$ cat src/rtl/led_matrix_pkg.sv
// Shared definitions for the LED matrix scan path: panel geometry defaults,
// the scan state encoding and small constant helpers.
package led_matrix_pkg;

    localparam int LED_COLS    = 60;
    localparam int LED_ROWS    = 16;
    localparam int LED_CLK_DIV = 2;
    localparam int LED_DWELL   = 64;

    typedef enum logic [2:0] {
        IDLE,
        SHIFT,
        BLANK,
        LATCH,
        DISPLAY
    } scan_state_t;

    function automatic int max_int(input int a, input int b);
        return (a > b) ? a : b;
    endfunction

    // Bits needed to hold values 0..v-1 (at least one bit).
    function automatic int cnt_width(input int v);
        return (v < 2) ? 1 : $clog2(v);
    endfunction

endpackage

$ cat src/rtl/led_scan_timer.sv
// Loadable down-counter with a zero flag. Shared by the scan FSM for the
// panel_clk half-period and the per-row display dwell.
module led_scan_timer
    import led_matrix_pkg::*;
#(
    parameter int W = 8
) (
    input  logic         clk,
    input  logic         rst,
    input  logic         load,
    input  logic [W-1:0] load_val,
    input  logic         dec,
    output logic         zero
);

    logic [W-1:0] count_reg;

    // Load has priority over decrement; the counter parks at zero.
    always_ff @(posedge clk or posedge rst) begin
        if (rst) begin
            count_reg <= '0;
        end else if (load) begin
            count_reg <= load_val;
        end else if (dec && (count_reg != '0)) begin
            count_reg <= count_reg - 1'b1;
        end
    end

    assign zero = (count_reg == '0);

endmodule

$ cat src/rtl/led_scan_ctrl.sv
// Scan sequencer for the RGB LED matrix: per row it shifts COLS pixels with
// panel_clk, blanks, latches, then displays for DWELL cycles. All outputs are
// registered; the next values are computed in one combinational block.
module led_scan_ctrl
    import led_matrix_pkg::*;
#(
    parameter int COLS    = LED_COLS,
    parameter int ROWS    = LED_ROWS,
    parameter int CLK_DIV = LED_CLK_DIV,
    parameter int DWELL   = LED_DWELL
) (
    input  logic       clk,
    input  logic       rst,
    input  logic       en,
    output logic [6:0] col,
    output logic [3:0] row,
    output logic       panel_clk,
    output logic       panel_lat,
    output logic       panel_oe_n,
    output logic [3:0] addr,
    output logic       frame_done,
    output logic       busy
);

    localparam int TW = cnt_width(max_int(CLK_DIV, DWELL));
    localparam logic [TW-1:0] HALF_LOAD  = TW'(CLK_DIV - 1);
    localparam logic [TW-1:0] DWELL_LOAD = TW'(DWELL - 1);
    localparam logic [6:0]    COL_LAST   = 7'(COLS - 1);
    localparam logic [3:0]    ROW_LAST   = 4'(ROWS - 1);

    scan_state_t   state, state_next;
    logic [6:0]    col_next;
    logic [3:0]    row_next;
    logic [3:0]    addr_next;
    logic          panel_clk_next;
    logic          panel_lat_next;
    logic          panel_oe_n_next;
    logic          frame_done_next;
    logic          t_load;
    logic          t_dec;
    logic          t_zero;
    logic [TW-1:0] t_val;

    led_scan_timer #(
        .W(TW)
    ) u_timer (
        .clk     (clk),
        .rst     (rst),
        .load    (t_load),
        .load_val(t_val),
        .dec     (t_dec),
        .zero    (t_zero)
    );

    // Next-state and next-output decode; strobes default inactive, the rest hold.
    always_comb begin
        state_next      = state;
        col_next        = col;
        row_next        = row;
        addr_next       = addr;
        panel_clk_next  = panel_clk;
        panel_lat_next  = 1'b0;
        panel_oe_n_next = 1'b1;
        frame_done_next = 1'b0;
        t_load          = 1'b0;
        t_dec           = 1'b0;
        t_val           = HALF_LOAD;

        case (state)
            IDLE: begin
                if (en) begin
                    state_next     = SHIFT;
                    col_next       = '0;
                    row_next       = '0;
                    panel_clk_next = 1'b0;
                    t_load         = 1'b1;
                end
            end
            SHIFT: begin
                if (!t_zero) begin
                    t_dec = 1'b1;
                end else if (!panel_clk) begin
                    // Low half done: rise mid-pixel so data is settled.
                    panel_clk_next = 1'b1;
                    t_load         = 1'b1;
                end else if (col == COL_LAST) begin
                    state_next     = BLANK;
                    panel_clk_next = 1'b0;
                    col_next       = '0;
                end else begin
                    col_next       = col + 7'd1;
                    panel_clk_next = 1'b0;
                    t_load         = 1'b1;
                end
            end
            BLANK: begin
                state_next     = LATCH;
                panel_lat_next = 1'b1;
                addr_next      = row;
            end
            LATCH: begin
                state_next      = DISPLAY;
                panel_oe_n_next = 1'b0;
                t_val           = DWELL_LOAD;
                t_load          = 1'b1;
            end
            DISPLAY: begin
                if (!t_zero) begin
                    panel_oe_n_next = 1'b0;
                    t_dec           = 1'b1;
                end else begin
                    if (row == ROW_LAST) begin
                        row_next        = '0;
                        frame_done_next = 1'b1;
                    end else begin
                        row_next = row + 4'd1;
                    end
                    if (en) begin
                        state_next     = SHIFT;
                        col_next       = '0;
                        panel_clk_next = 1'b0;
                        t_load         = 1'b1;
                    end else begin
                        state_next = IDLE;
                    end
                end
            end
            default: begin
                state_next = IDLE;
            end
        endcase
    end

    // State and output registers; reset forces the panel dark immediately.
    always_ff @(posedge clk or posedge rst) begin
        if (rst) begin
            state      <= IDLE;
            col        <= '0;
            row        <= '0;
            addr       <= '0;
            panel_clk  <= 1'b0;
            panel_lat  <= 1'b0;
            panel_oe_n <= 1'b1;
            frame_done <= 1'b0;
            busy       <= 1'b0;
        end else begin
            state      <= state_next;
            col        <= col_next;
            row        <= row_next;
            addr       <= addr_next;
            panel_clk  <= panel_clk_next;
            panel_lat  <= panel_lat_next;
            panel_oe_n <= panel_oe_n_next;
            frame_done <= frame_done_next;
            busy       <= (state_next != IDLE);
        end
    end

endmodule
$ cat config.mk
export PLATFORM = sky130hd
export DESIGN_NAME = led_scan_ctrl
export DESIGN_NICKNAME = d
export VERILOG_FILES = /design/src/rtl/led_matrix_pkg.sv /design/src/rtl/led_scan_timer.sv /design/src/rtl/led_scan_ctrl.sv
export SDC_FILE = /design/constraint.sdc
export NUM_CORES = 1
export LEC_CHECK = 0
export ABC_CLOCK_PERIOD_IN_PS = 4600
export CAP_MARGIN = 20
export CORE_ASPECT_RATIO = 2
export CORE_MARGIN = 5
export CORE_UTILIZATION = 45
export CTS_BUF_LIST = sky130_fd_sc_hd__clkbuf_4
export DETAILED_ROUTE_END_ITERATION = 10
export GPL_TIMING_DRIVEN = 0
export PLACE_DENSITY = 0.74
export SYNTH_ARGS = -nofsm -noshare
export SYNTH_HDL_FRONTEND = slang
export SYNTH_SLANG_ARGS = --single-unit
$ cat constraint.sdc
create_clock -name clk -period 4.6 [get_ports clk]
set_input_delay 0.46 -clock clk [delete_from_list [all_inputs] [get_ports clk]]
set_output_delay 0.46 -clock clk [all_outputs]
set_load 0.01 [all_outputs]
==> results of run 1 <==
kinds of logic (layout without fill, tap and decap cells):
kind of cell | count (synthesis) | count (layout) | synth area share [%]
and+or+nand+nor | 64 | 64 | 21.9
AOI/OAI and AO/OA | 49 | 49 | 20.7
buffers and inverters | 12 | 43 | 3.89
adders and majority gates | 4 | 4 | 3.05
DFF | 29 | 29 | 44.3
xor gates and xnor gates | 2 | 2 | 1.07
muxes | 8 | 8 | 5.18
report_power, final:
group / internal [mW] / leakage [nW] / total [mW] / switching [mW]
clock network: 0.0551 / 0.0300 / 0.147 / 0.0920
logic: 0.00626 / 0.508 / 0.0141 / 0.00788
registers: 0.256 / 0.346 / 0.257 / 0.00117
cells in the final DEF, fill, tap and decap left out, drive strengths merged, types with 2 or more instances in the layout:
cell type,n
a21oi,7
a22oi,3
a31oi,2
and2b,2
buf,6
clkbuf,5
clkdlybuf4s50,22
clkinv,3
dfrtp,28
ha,4
inv,7
mux2,4
mux2i,4
nand2,21
nand2b,2
nand3,5
nand4,4
nor2,16
nor3,4
nor3b,3
o21ai,22
o22ai,3
o31ai,3
o41ai,3
or2,2
final cells by class:
type,count,area [um2],share of cell area [%]
clock inverter,3,12.5,0.625
tap,49,61.3,3.06
clock buffer,5,37.5,1.88
sequential,29,727,36.3
buffer,5,37.5,1.88
multi-input combinational,127,851,42.5
inverter,7,26.3,1.31
timing repair buffer,23,248,12.4
routing by layer:
metal  vias to the layer above  track usage, %  share of wire [%]
li1                        665               -                  -
met1                       673            17.5                 36
met2                        33            33.0                 58
met3                         9            3.60                3.5
met4                         0            8.10                2.3
met5                         -               0                  0
path summary, 6_finish.rpt:
path                                          start                          endpoint  slack, ns  cells past startpoint
min in group clk                addr[0]$_DFFE_PP0P_               addr[0]$_DFFE_PP0P_       0.52                      1
max in group asynchronous                       rst              panel_oe_n$_DFF_PP1_       3.55                      3
worst min register to register  addr[0]$_DFFE_PP0P_               addr[0]$_DFFE_PP0P_       0.52                      1
worst max-delay path             row[2]$_DFFE_PP0P_                            row[2]       2.72                      1
worst min-delay path                            rst               addr[2]$_DFFE_PP0P_       0.47                      2
worst max register to register   col[0]$_DFFE_PP0P_  u_timer.count_reg[0]$_DFFE_PP0P_       2.76                      6
per-stage QoR:
step | total power [mW] | utilization [%] | instances
after floorplan | 0.267 | - | 168
after global placement | 0.273 | 53.9 | 239
after detailed placement | 0.274 | 53.9 | 239
after CTS | 0.419 | 55.3 | 247
after global routing | 0.434 | 56.1 | 248
final | 0.418 | 56.1 | 248
==> flow_metrics.env, run 1 <==
export IMPL_largest_register_ffs=7
export IMPL_numPortBuffers=22
export IMPL_fillers=344
export IMPL_cts_resized=0
export IMPL_clk_latency_ns=0.34
export IMPL_slew_violations=0
export IMPL_crit_slowest_cell="clkdlybuf4s50_1"
export IMPL_cts_hold_fix_buffers=0
export IMPL_cp_top_family="buffers and inverters"
export IMPL_yosysUniqueCellTypes=48
export IMPL_power_density_nw_per_um2=209
export IMPL_pre_cts_slack_ns=2.44
export IMPL_setup_viol=0
export IMPL_path_class="reg -> out"
export IMPL_cts_tree="yes"
export IMPL_synthTopCellsByCount="dfrtp_1, nand2_1, o21ai_1, nor2_1, o21ai_0"
export IMPL_crit_buf_inv=1
export IMPL_grt_overflow_total=0
export IMPL_finalHoldWorstSlack_ns=0.474
export IMPL_yosysMostFrequentCell="dfrtp_1"
export IMPL_grt_pass1_vias=1430
export IMPL_cp_cell_sequence="clkdlybuf4s50_1"
export IMPL_synth_edff_count=0
export IMPL_hpwl_um=2860
export IMPL_die_h_um=95.4
export IMPL_ctsLongestPathBuffers=2
export IMPL_num_vias=1380
export IMPL_drive_gt1_share_pct=18.6
export IMPL_yosys_top_cells_area="dfrtp_1, nand2_1, o21ai_1"
export IMPL_cp_required_ns=4.14
export IMPL_h_tree_depth=2
export IMPL_cts_num_sinks=29
export IMPL_run_status="complete, no violations"
export IMPL_hold_path_class="in -> async"
export IMPL_synth_cells=168
export IMPL_layout_nets=205
export IMPL_core_um2=3570
export IMPL_max_vdd_ir_drop_uv=185
export IMPL_gp_routability_congestion=0.845
export IMPL_vias_per_cell=5.56
export IMPL_grtUsageTotal_pct=17.5
export IMPL_syn_area_um2=1640
export IMPL_ys_ff_latch=29
export IMPL_antenna_cells=0
export IMPL_num_rows=31
export IMPL_num_io_pins=23
export IMPL_grt_start_max_net_pins=30
export IMPL_ant_nets=0
export IMPL_seq_area_frac_synth_pct=44.3
export IMPL_fin_crit_sh_pct=40.9
export IMPL_startpoint_type="flop"
export IMPL_stdcell_area_um2=2000
export IMPL_die_w_um=52.7
export IMPL_synthArstFlopShare_pct=100
export IMPL_drt_iter0_drc=22
export IMPL_first_pass_iters=5
export IMPL_rsz0062_at_grt="no"
export IMPL_ys_warn_count=0
export IMPL_grt_pass1_wl_um=6550
export IMPL_avgSynthCellArea_um2=9.77
export IMPL_path_max_fanout=8
export IMPL_clockRootBuffer="clkbuf_4"
export IMPL_cts_buffers=5
export IMPL_max_stage_delay_ns=0.60
export IMPL_syn_nets=175
export IMPL_wl_per_cell_um=15.4
export IMPL_arrival_ns=1.42
export IMPL_critPathCaptureType="output port"
export IMPL_wl_um=3810
export IMPL_hold_viol=0
export IMPL_drc_errors=0
export IMPL_synth_top_cell_area_share_pct=42.7
export IMPL_die_area_um2=5030
export IMPL_clkTransAtPathRegs_ns=0.09
export IMPL_maxCapViolCount=0
export IMPL_clock_fmax_mhz=531
export IMPL_area_growth_synth_to_final_pct=21.9
export IMPL_start_util_pct=46.0
export IMPL_grt_antenna_before_repair=0
export IMPL_yosysTopAreaCell="dfrtp_1"
export IMPL_relSlewSlack_pct=61.3
export IMPL_post_cts_setup_buffer_count=0
export IMPL_worst_slack_ns=2.72
export IMPL_tns_ns=0
export IMPL_synth_ff_type="dfrtp_1"
export IMPL_fin_crit_ns=1.88
export IMPL_tightest_slew_ns=0.580
export IMPL_dpl_cell_area_um2=1920
export IMPL_clock_skew_ns=0.00776
export IMPL_p_leak_nw=0.885
Power figures use the tool's default switching activity.
==> inputs of run 2 (changes only) <==
Settings changed: ABC_CLOCK_PERIOD_IN_PS 4600 to 1610, PLACE_DENSITY 0.74 to 0.76.
Clock period 4.6 ns to 1.61 ns, I/O delays scaled along.
==> run 2 against run 1 <==
Clock skew rose by 0.0084 ns; worst setup slack got worse by 2.7 ns; critical path depth rose by 6; first-iteration DRC count fell by 14%; critical path type is now reg -> reg; clock-buffer cell count did not move; utilization rose by 7.4 points; highest routed layer unchanged; largest cell class unchanged.
==> flow_metrics.env, run 2 (synthesis results as in run 1) <==
export IMPL_finalPower_mw=1.22
export IMPL_drive_gt1_share_pct=39.6
export IMPL_antenna_cells=0
export IMPL_grt_overflow_total=0
export IMPL_ctsLongestPathBuffers=2
export IMPL_die_w_um=52.7
export IMPL_cts_num_sinks=29
export IMPL_clkTransAtPathRegs_ns=0.11
export IMPL_post_place_cells=239
export IMPL_max_vdd_ir_drop_uv=636
export IMPL_setup_viol=0
export IMPL_stdcell_area_um2=2260
export IMPL_layout_cells_most_common_list="clkdlybuf4s50_1, nand2_1, dfrtp_1, buf_4, dfrtp_2"
export IMPL_startpoint_type="flop"
export IMPL_tns_ns=0
export IMPL_grt_pass1_wl_um=6330
export IMPL_power_density_nw_per_um2=538
export IMPL_slew_violations=0
export IMPL_vias_per_cell=5.74
export IMPL_rsz0062_at_grt="yes"
export IMPL_comb_power_share_pct=3.5
export IMPL_p_seq_share_pct=60.2
export IMPL_r2r_start="state[0]$_DFF_PP0_"
export IMPL_path_max_fanout=9
export IMPL_clockRootBuffer="clkbuf_4"
export IMPL_critPathLaunch="state[0]$_DFF_PP0_"
export IMPL_area_growth_synth_to_final_pct=37.9
export IMPL_multiInputGateArea_um2=988
export IMPL_core_um2=3570
export IMPL_cp_required_ns=1.82
export IMPL_drt_iter0_drc=19
export IMPL_switching_power_mw=0.303
export IMPL_worst_slack_ns=0.0141
export IMPL_hold_viol=0
export IMPL_grtUsageTotal_pct=17.3
export IMPL_num_vias=1499
export IMPL_swShare_pct=24.9
export IMPL_drc_errors=0
export IMPL_dpl_cell_area_um2=1930
export IMPL_ant_nets=0
export IMPL_numPortBuffers=22
export IMPL_final_core_util_pct=63.4
export IMPL_final_common_cell="clkdlybuf4s50_1"
export IMPL_start_util_pct=46.0
export IMPL_die_h_um=95.4
export IMPL_largest_register_ffs=7
export IMPL_grt_start_max_net_pins=30
export IMPL_gp_routability_congestion=0.843
export IMPL_seqCellArea_um2=741
export IMPL_run_status="complete, no violations"
export IMPL_pre_cts_slack_ns=-0.233
export IMPL_max_stage_delay_ns=0.45
export IMPL_crit_buf_inv=2
export IMPL_crit_slowest_cell="dfrtp_1"
export IMPL_power_share_clock_pct=36.2
export IMPL_grt_pass1_vias=1373
export IMPL_wl_per_cell_um=16.2
export IMPL_maxCapViolCount=0
export IMPL_clk_latency_ns=0.34
export IMPL_clock_skew_ns=0.0162
export IMPL_hpwl_um=2850
export IMPL_clock_fmax_mhz=627
export IMPL_layout_nets=218
export IMPL_critPathCaptureType="flop"
export IMPL_wl_um=4240
export IMPL_instances_no_fill=261
export IMPL_cts_buffers=5
export IMPL_num_rows=31
export IMPL_path_class="reg -> reg"
export IMPL_first_pass_iters=4
export IMPL_cts_hold_fix_buffers=0
export IMPL_fin_crit_sh_pct=99.1
export IMPL_cp_top_family="flip-flops"
export IMPL_tightest_slew_ns=0.489
export IMPL_grt_antenna_before_repair=0
export IMPL_relSlewSlack_pct=67.1
export IMPL_arrival_ns=1.80
export IMPL_fin_crit_ns=1.60
export IMPL_internal_power_mw=0.914
export IMPL_num_io_pins=23
export IMPL_p_leak_nw=1.02
export IMPL_fillers=309
export IMPL_cts_tree="yes"
export IMPL_finalHoldWorstSlack_ns=0.0227
export IMPL_die_area_um2=5030
export IMPL_h_tree_depth=2
export IMPL_hold_path_class="in -> async"
export IMPL_cp_cell_sequence="buf_6 > xnor2_1 > nor2_2 > buf_4 > nand2_1 > mux2i_1 > o21ai_1"
-- run 2: changes by cell type in the layout (fill, tap and decap cells not counted), moves of 3 or more --
| cell | delta |
|---|---|
| dfrtp_1 | -11 |
| dfrtp_2 | +11 |
| o21ai_1 | -5 |
| buf_4 | +13 |
| o21ai_2 | +6 |
| o31ai_1 | -3 |
| o31ai_2 | +3 |
-- run 2: repair_timing --
item / in CTS / in global routing
cloned: 0 / 0
setup buffers: 3 / 10
pin swaps: 1 / 16
resized for setup: 4 / 38
endpoints found under the setup margin: 15 / 23
-- run 2: path summary, 6_finish.rpt --
| path | endpoint | slack (ns) | depth (start not counted) |
|---|---|---|---|
| max in group asynchronous | panel_oe_n$_DFF_PP1_ | 1.09 | 3 |
| min in group clk | addr[0]$_DFFE_PP0P_ | 0.51 | 1 |
| setup reg to reg | u_timer.count_reg[2]$_DFFE_PP0P_ | 0.01 | 7 |
| hold reg to reg | addr[0]$_DFFE_PP0P_ | 0.51 | 1 |
| hold / removal | col[2]$_DFFE_PP0P_ | 0.02 | 2 |
| setup / recovery | u_timer.count_reg[2]$_DFFE_PP0P_ | 0.01 | 7 |
-- run 2: final cells by class --
class / count / area share [%]
plain buffers: 5 / 1.93
clock buffers: 5 / 1.66
clock inverters: 3 / 0.774
inverters: 7 / 1.16
multi-input cells: 127 / 43.7
flip-flops and latches: 29 / 32.7
well taps: 49 / 2.71
repair buffers: 36 / 15.4
-- run 2: per-layer routing --
| metal | track usage [%] | part of all wire [%] | wire length [um] |
|---|---|---|---|
| met4 | 9.17 | 2.8 | 117 |
| met3 | 3.91 | 3.7 | 157 |
| met5 | 0 | 0 | 0 |
| met2 | 32.7 | 58 | 2460 |
| met1 | 16.4 | 35 | 1500 |
-- run 2: power groups by stage --
stage,Combinational [mW],Sequential [mW],Clock (mW)
2_1_floorplan,0.0149,0.749,0
3_3_place_gp,0.0329,0.748,0
3_5_place_dp,0.0331,0.748,0
4_1_cts,0.0358,0.734,0.456
5_1_grt,0.0487,0.734,0.492
6_report,0.0432,0.734,0.441
